==> src/rtl/cellrv32_package.sv <==
// Shared types for the CPU vector dispatch path.
// Latency: n/a (types only).
// Backpressure: n/a (types only).
package cellrv32_package;

    // Decoded instruction handed from CPU dispatch to the vector unit.
    typedef struct packed {
        logic [6:0] opcode;
        logic [2:0] funct3;
        logic [4:0] dst;
        logic [4:0] src1;
        logic [4:0] src2;
        logic       vm;
        logic       reconfigure;  // vsetvl-class: resets the register mapping
    } to_vector;

    typedef enum logic [1:0] {
        VQ_RUN,
        VQ_DRAIN,
        VQ_RELEASE
    } vq_state_t;

endpackage

==> src/rtl/vq_fifo_mem.sv <==
// Queue storage: DEPTH x to_vector register array, one write port, async read port.
// Latency: write visible on the read port the cycle after we; read is combinational.
// Backpressure: none; the owner decides when to write.
// Ports: clk_i, we/waddr/wdata (write port), raddr/rdata (read port).
// Contents are intentionally not reset; the owner gates rdata while empty.
module vq_fifo_mem
    import cellrv32_package::*;
#(
    parameter  int DEPTH = 4,
    localparam int AW    = $clog2(DEPTH)
) (
    input  logic          clk_i,
    input  logic          we,
    input  logic [AW-1:0] waddr,
    input  to_vector      wdata,
    input  logic [AW-1:0] raddr,
    output to_vector      rdata
);

    to_vector mem [DEPTH];

    always_ff @(posedge clk_i) begin
        if (we) begin
            mem[waddr] <= wdata;
        end
    end

    assign rdata = mem[raddr];

endmodule

==> src/rtl/cellrv32_cpu_cp_vector_queue.sv <==
// Decoupling queue from vector dispatch to the remapper, with a reconfigure barrier.
// Latency: push in cycle N is presented at N+1 (0 cycles with CELLRV32_VQ_BYPASS_EN on an empty queue).
// Backpressure: ready_o drops when full (registered count); a reconfigure head waits for backend idle.
// Ports: clk_i/rstn_i; valid_i/instr_i/ready_o upstream push; valid_o/instr_o/pop_i head to remapper;
//        backend_idle_i barrier release; flush_i synchronous kill; count_o occupancy; is_idle_o empty+RUN.
// Optional macro: CELLRV32_VQ_BYPASS_EN enables combinational forwarding into an empty queue.
module cellrv32_cpu_cp_vector_queue
    import cellrv32_package::*;
#(
    parameter  int DEPTH = 4,
    localparam int CNT_W = $clog2(DEPTH) + 1
) (
    input  logic             clk_i,
    input  logic             rstn_i,
    input  logic             valid_i,
    input  to_vector         instr_i,
    output logic             ready_o,
    output logic             valid_o,
    output to_vector         instr_o,
    input  logic             pop_i,
    input  logic             backend_idle_i,
    input  logic             flush_i,
    output logic [CNT_W-1:0] count_o,
    output logic             is_idle_o
);

    localparam int AW = $clog2(DEPTH);

    logic [AW-1:0]    wr_ptr_q, rd_ptr_q;
    logic [CNT_W-1:0] count_q;
    vq_state_t        state_q, state_d;
    to_vector         head;
    logic             empty, full;
    logic             byp_vld, byp_take, wr_en, rd_adv;

    assign empty = (count_q == '0);
    assign full  = (count_q == CNT_W'(DEPTH));

    vq_fifo_mem #(.DEPTH(DEPTH)) u_mem (
        .clk_i (clk_i),
        .we    (wr_en),
        .waddr (wr_ptr_q),
        .wdata (instr_i),
        .raddr (rd_ptr_q),
        .rdata (head)
    );

    // A bypassed instruction consumed in the same cycle never touches storage.
    assign byp_take = byp_vld && pop_i;
    assign wr_en    = valid_i && ready_o && !flush_i && !byp_take;
    // pop_i while nothing is presented is ignored.
    assign rd_adv   = pop_i && valid_o && !flush_i && !byp_take;

    // State register
    always_ff @(posedge clk_i or negedge rstn_i) begin
        if (!rstn_i) begin
            state_q <= VQ_RUN;
        end else begin
            state_q <= state_d;
        end
    end

    // Next-state logic. RELEASE does not recheck backend_idle_i: once the
    // backend has drained, nothing new can issue ahead of the reconfigure.
    always_comb begin
        state_d = state_q;
        if (flush_i) begin
            state_d = VQ_RUN;
        end else begin
            unique case (state_q)
                VQ_RUN:     if (!empty && head.reconfigure) state_d = VQ_DRAIN;
                VQ_DRAIN:   if (backend_idle_i)             state_d = VQ_RELEASE;
                VQ_RELEASE: if (pop_i)                      state_d = VQ_RUN;
                default:                                    state_d = VQ_RUN;
            endcase
        end
    end

    // Output logic
    always_comb begin
        valid_o = 1'b0;
        instr_o = '0;
        byp_vld = 1'b0;
`ifdef CELLRV32_VQ_BYPASS_EN
        // An empty queue is always in RUN, but keep the check explicit.
        byp_vld = empty && (state_q == VQ_RUN) && valid_i && !instr_i.reconfigure;
`else
        byp_vld = 1'b0;
`endif
        unique case (state_q)
            VQ_RUN:     valid_o = !empty && !head.reconfigure;
            VQ_DRAIN:   valid_o = 1'b0;
            VQ_RELEASE: valid_o = !empty;
            default:    valid_o = 1'b0;
        endcase
        if (!empty) begin
            instr_o = head;
        end else if (byp_vld) begin
            valid_o = 1'b1;
            instr_o = instr_i;
        end
    end

    // Pointers and occupancy
    always_ff @(posedge clk_i or negedge rstn_i) begin
        if (!rstn_i) begin
            wr_ptr_q <= '0;
            rd_ptr_q <= '0;
            count_q  <= '0;
        end else if (flush_i) begin
            wr_ptr_q <= '0;
            rd_ptr_q <= '0;
            count_q  <= '0;
        end else begin
            if (wr_en)  wr_ptr_q <= wr_ptr_q + AW'(1);
            if (rd_adv) rd_ptr_q <= rd_ptr_q + AW'(1);
            count_q <= count_q + CNT_W'(wr_en) - CNT_W'(rd_adv);
        end
    end

    assign ready_o   = !full;
    assign count_o   = count_q;
    assign is_idle_o = empty && (state_q == VQ_RUN);

    // The remapper must only consume a presented head.
    pop_protocol: assert property (@(posedge clk_i) disable iff (!rstn_i) pop_i |-> valid_o);

endmodule

==> config.mk <==
export PLATFORM = sky130hd
export DESIGN_NAME = cellrv32_cpu_cp_vector_queue
export DESIGN_NICKNAME = d
export VERILOG_FILES = /design/src/rtl/cellrv32_package.sv /design/src/rtl/vq_fifo_mem.sv /design/src/rtl/cellrv32_cpu_cp_vector_queue.sv
export SDC_FILE = /design/constraint.sdc
export NUM_CORES = 1
export LEC_CHECK = 0
export BUFFER_PORTS_ARGS = -buffer_cell sky130_fd_sc_hd__clkbuf_2
export CAP_MARGIN = 40
export CORE_MARGIN = 8
export CORE_UTILIZATION = 45
export DETAILED_ROUTE_END_ITERATION = 6
export HOLD_SLACK_MARGIN = 0.02
export PLACE_DENSITY = 0.61
export SETUP_SLACK_MARGIN = 0.3
export SYNTH_ARGS = -nofsm -noshare
export SYNTH_HDL_FRONTEND = slang
export SYNTH_HIERARCHICAL = 1
export SYNTH_SLANG_ARGS = --single-unit
==> constraint.sdc <==
create_clock -name clk_i -period 4.4 [get_ports clk_i]
set_input_delay 0.22 -clock clk_i [delete_from_list [all_inputs] [get_ports clk_i]]
set_output_delay 0.22 -clock clk_i [all_outputs]
set_load 0.02 [all_outputs]
# Yosys cells after proc, flatten, opt, wreduce, memory -nomap -nowiden
# Memory sizes are Yosys's and may differ from the RTL's.
# Index checks and enable logic that the tools add are counted.
# word_totals
wordCells,45
input_bits,33
regBits,9
n_memories,1
mem_bits_rw,108
output_inout_bits,33
# mem_list
name,depth,width,rd,rd_clocked_by_memory_dff,write_ports,line_no,text
u_mem.mem,4,27,1,0,1,vq_fifo_mem.sv:20,to_vector mem [DEPTH];
# op_classes
n_eq_ne,6
n_addsub,4
mux,14
reduce_logical,16
# ops
operator,count
27-bit 2-to-1 mux,1
2-bit 2-to-1 mux,8
3-bit inequality test (second input constant),3
1-bit logical AND,7
2-bit one-hot mux with 3 select lines,1
2-bit by 1-bit adder with 2-bit output (second input constant),2
1-bit logical NOT,4
2-bit nonzero test,2
3-bit by 1-bit adder with 3-bit output,1
3-bit == test (second input constant),1
3-bit logical NOT,1
3-bit 2-to-1 mux,1
3-bit AND reduction,1
3-bit by 1-bit subtractor with 3-bit output,1
2-bit by 1-bit == test with 1-bit output (second input constant),1
2-bit == test (second input constant),1
2-bit logical NOT,1
1-bit 2-to-1 mux,2
1-bit one-hot mux with 2 select lines,1

# Longest topological paths before layout
# depth
word_depth,8
ltp_mapped,11
mapped_depth_nobuf,10

# Cells and area by module
# Netlist, hierarchy kept.
# modules_own_cells
mod,area_per_inst_um2,n_inst,seq_area_each_um2,cells_each
vq_fifo_mem,3975.1,1,3243.1,145
cellrv32_cpu_cp_vector_queue,738.2,1,225.2,82

# Worst setup path after synthesis
# Ideal clock, no wire load.
# synth_path
path_kind,flip-flop to flip-flop
start,"reg count_q[2], in the netlist count_o[2]"
end,"mem u_mem/mem[0][0] (netlist bit), enable pin"
path_stages_with_launch,5
t_arrival_ps,3125
t_required_ps,3949
path_buffers,0
setup_ps,451
path_slack_ps,825
synth_period_minus_slack_ps,3575
cell_sequence,dfrtp_1 -> nor3b_1 -> or3_1 -> inv_1 -> nor3b_1
# synth_between
elab_chain_len,6
# synth_lines
element,line_no,text
"start, declared",cellrv32_cpu_cp_vector_queue.sv:30,logic [CNT_W-1:0] count_q;
"start signal, assigned",cellrv32_cpu_cp_vector_queue.sv:117,count_q <= count_q + CNT_W'(wr_en) - CNT_W'(rd_adv);
3-bit == test,cellrv32_cpu_cp_vector_queue.sv:37,assign full = (count_q == CNT_W'(DEPTH));
1-bit logical NOT,cellrv32_cpu_cp_vector_queue.sv:121,assign ready_o = !full;
1-bit logical AND (2 in a row),cellrv32_cpu_cp_vector_queue.sv:50,assign wr_en = valid_i && ready_o && !flush_i && !byp_take;
via wr_en,cellrv32_cpu_cp_vector_queue.sv:34,"logic byp_vld, byp_take, wr_en, rd_adv;"
1-bit 2-to-1 mux,vq_fifo_mem.sv:23,if (we) begin
1-bit 2-to-1 mux (not written as such),vq_fifo_mem.sv:24,mem[waddr] <= wdata;
"end, declared",vq_fifo_mem.sv:20,
# The timed path passes the listed nets, and every way through them passes these cells.

==> impl_results.md <==
* Run status: completed
* Die W at about 120 µm
* DR vias/cell at 4.99
* Starting Density at ~46%
* CP Capture Type: register
* Final hold slack at 0.0526 ns
* I/O pin total at 66
* Post-synth EDFFs at approximately 110
* Crit-path max FO at 29
* Hold WC Path Type: input port to register
* Top cells by count, synth: edfxtp_1, mux4_2, and2_1
* Cells after DPL at 422
* Vias at around 2400
* Sequential Power Share at just over 40%
* ANT cells at 0
* Port Buffers at between 60 and 70
* Slew margin rel. at between 40% and 50%
* Arr. time, crit path at about 3.1 ns
* Worst-margin pin slew at 0.793 ns
* Post-synthesis sequential area ratio at about 74%
* Netlist Area Pre-Place at roughly 0.0047 mm²
* Post-synthesis compound-gate area fraction at less than 1%
* Ys flop type: edfxtp_1
* Post-Synth XOR/XNOR Area at less than 1%
* Combinational share of power at between 20 and 25%
* Crit-path cells: buf_4 > mux4_1 > nor2b_1 > nor4_1 > ha_1 > inv_1 > ha_1 > inv_1 > fa_1 > xnor2_1 > nor2_1
* Core Area at slightly above 0.01 mm²
* Clock latency at the later pin of the worst-skew pair at approximately 0.5 ns
* Crit path max-delay family: adder cells
* Clk pin slew, worst setup/hold paths at approximately 0.060 ns
* Maximum number of pins on one net before global-route repair at 30
* WL/cell at 17.6 µm
* Largest area contributor in the netlist: edfxtp_1
* Fillers at approximately 780
* RSZ-0062 raised after global routing: false
* Pint at around 2.4 mW
* GRT Util Overall at between 10% and 20%
* Clk sink count at between 100 and 150
* Hold buffers post-CTS at 30
* Routed WL at approximately 8.5 mm
* DRT Pass-1 Iters at 4
* Maximum clock frequency at 368 MHz
* Post-CTS Resized at 0
* Cell Rows at 37
* Pre-CTS WS at between 1.5 and 2 ns
* Die ar. at around 0.014 mm²
* Hold Fails Final Rpt at 0
* Vias in the first global route at 2643
* Vert. Die Dim at between 100 and 150 µm
* Share of layout cells above drive strength 1 at 38.6%
* Synthesized flop and latch total at between 100 and 150
* Ranking of synthesized cells by area: edfxtp_1, mux4_2, dfrtp_1, mux4_1, and2_1
* RD Place Congestion at between 0.6 and 0.7
* Setup TNS at 0 ns
* Adder-Cell Fraction of Synth Area at less than 1%
* Pwr Density at between 500 and 600 mW/mm²
* Final min period at ~2.7 ns
* Clock power share at between 30% and 40%
* First-pass GRT wire length at between 10 and 15 mm
* Setup bufs post-CTS at 0
* Simple-Gate Fraction of Synth Area at 7.96%
* CTS buffer count at 17
* Total congestion overflow at 0
* CTS tree: done
* Antenna Nets Post-Route at 0
* Largest family of logic cells by synthesized area: multiplexers
* Syn Area/Cell at approximately 21 µm²
* Maximum vdd drop at between 0.2 and 0.25 mV
* # setup viols final at 0
* Lkg Pwr at about 2.2 nW
* Worst Skew at approximately 0.0054 ns
* Fin cells at 483
* Max Cap Viol at 0
* Post-synthesis mux area share at 13.9%
* Yosys top cell area share at 68.8%
* Worst setup path category: register to register
* Max Slew Vio Count at 0
* CTS max path bufs at 2
* Area grow syn2layout at 27.2%
* Synth cell types at 36
* Buf/Inv on CP at 3
* Ys async rst share at 7.69%
* Mapped Nets at roughly 260
* Sw Share at 26.6%
* Most frequent cell after synthesis: edfxtp_1
* CP required at 4.78 ns
* Nets at between 300 and 400
* Initial drt markers at roughly 110
* Post-Synthesis Cells at 227
* Max incr delay on CP at 0.39 ns
* Final Cycle Share at between 60% and 70%
* Root Buffer: clkbuf_8
* Startpoint types: register
* Switching power at between 0.8 and 0.9 mW
* Slowest cell on crit path: mux4_1
* Residual DRC count at 0
* Initial antenna violation count at 0
* Yosys warnings at 6
* Htree depth at 4
* HPWL after DPL at a little over 5 mm
* Final worst slack at approximately 1.7 ns
* Power, Total at roughly 3.2 mW
## through the flow
| step | area, µm² | utilization, % |
|---|---|---|
| 4_1_cts | 5990 | 58.6 |
| 3_3_place_gp | 5140 | 50.3 |
| 6_report | 5990 | 58.6 |
| 2_1_floorplan | 4710 | - |
| 5_1_grt | 5990 | 58.6 |
| 3_5_place_dp | 5160 | 50.4 |
## area by class of cell
| type | instances | area, µm² | area share (%) |
|---|---|---|---|
| clock buffer | 17 | 414 | 6.91 |
| clock inverter | 14 | 119 | 1.98 |
| inverter | 5 | 18.8 | 0.313 |
| multi-input combinational | 95 | 1140 | 19.0 |
| sequential | 117 | 3470 | 57.9 |
| tap | 136 | 170 | 2.84 |
| timing repair buffer | 99 | 663 | 11.1 |
## power by group through the flow
stage	sequential, mW	combinational, mW	clock [mW]
finish	1.32	0.695	1.22
global route	1.33	0.751	1.30
CTS	1.32	0.715	1.25
detailed placement	1.34	0.691	0
global placement	1.34	0.673	0
floorplan	1.35	0.495	0
## cells by family after synthesis
family                   Yosys count
AO/OA/AOI/OAI                      6
XOR/XNOR                           2
adder cells (fa/ha/maj)            3
buffers and inverters             15
flip-flops                       117
multiplexers                      29
AND/OR/NAND/NOR                   55
## sequential cells by signal (all words and copies together) (netlist names)
register / cells
u_mem/mem: 108
wr_ptr_q: 2
count_o: 3
rd_ptr_q: 2
state_q: 2
## worst min-delay path: cells and delay by family
family | cells | cell delay, ns
buffers and inverters | 1 | 0.09
muxes | 1 | 0.14
and+or+nand+nor | 1 | 0.07
## final timing paths
path	startpoint	to	slack [ns]	cells after the start
worst max-delay path	rd_ptr_q[1]	count_o[2]	1.68	11
worst min-delay path	valid_i	wr_ptr_q[1]	0.05	3
worst max register to register	rd_ptr_q[1]	count_o[2]	1.68	11
worst min register to register	state_q[1]	state_q[0]	0.51	1
max in group asynchronous	rstn_i	rd_ptr_q[0]	4.05	2
min in group asynchronous	rstn_i	count_o[1]	0.12	2
## metal layers
layer / vias to the layer above / routed length, µm / track usage [%]
li1: 1127 / - / -
met1: 1228 / 3550 / 14.6
met2: 47 / 4480 / 22.0
met3: 8 / 384 / 4.47
met4: 0 / 104 / 5.76
met5: - / 0 / 0
## layout by cell type, fill, tap and decap left out, types with 3 or more instances in the layout
cell type      Yosys  layout
a21oi_1            3       3
and2_1            17      17
and2_4            10      10
buf_4              0       3
clkbuf_16          0      16
clkbuf_2           0      65
clkinv_1           0       5
clkinv_2           0       5
dfrtp_1            9       8
dlygate4sd3_1      0      30
edfxtp_1         108     108
inv_1              5       5
mux4_1             7       7
mux4_2            20      20
nor2_1             4       4
nor2b_1            4       4
or3_1              3       3
(Power assumes the default switching activity.)
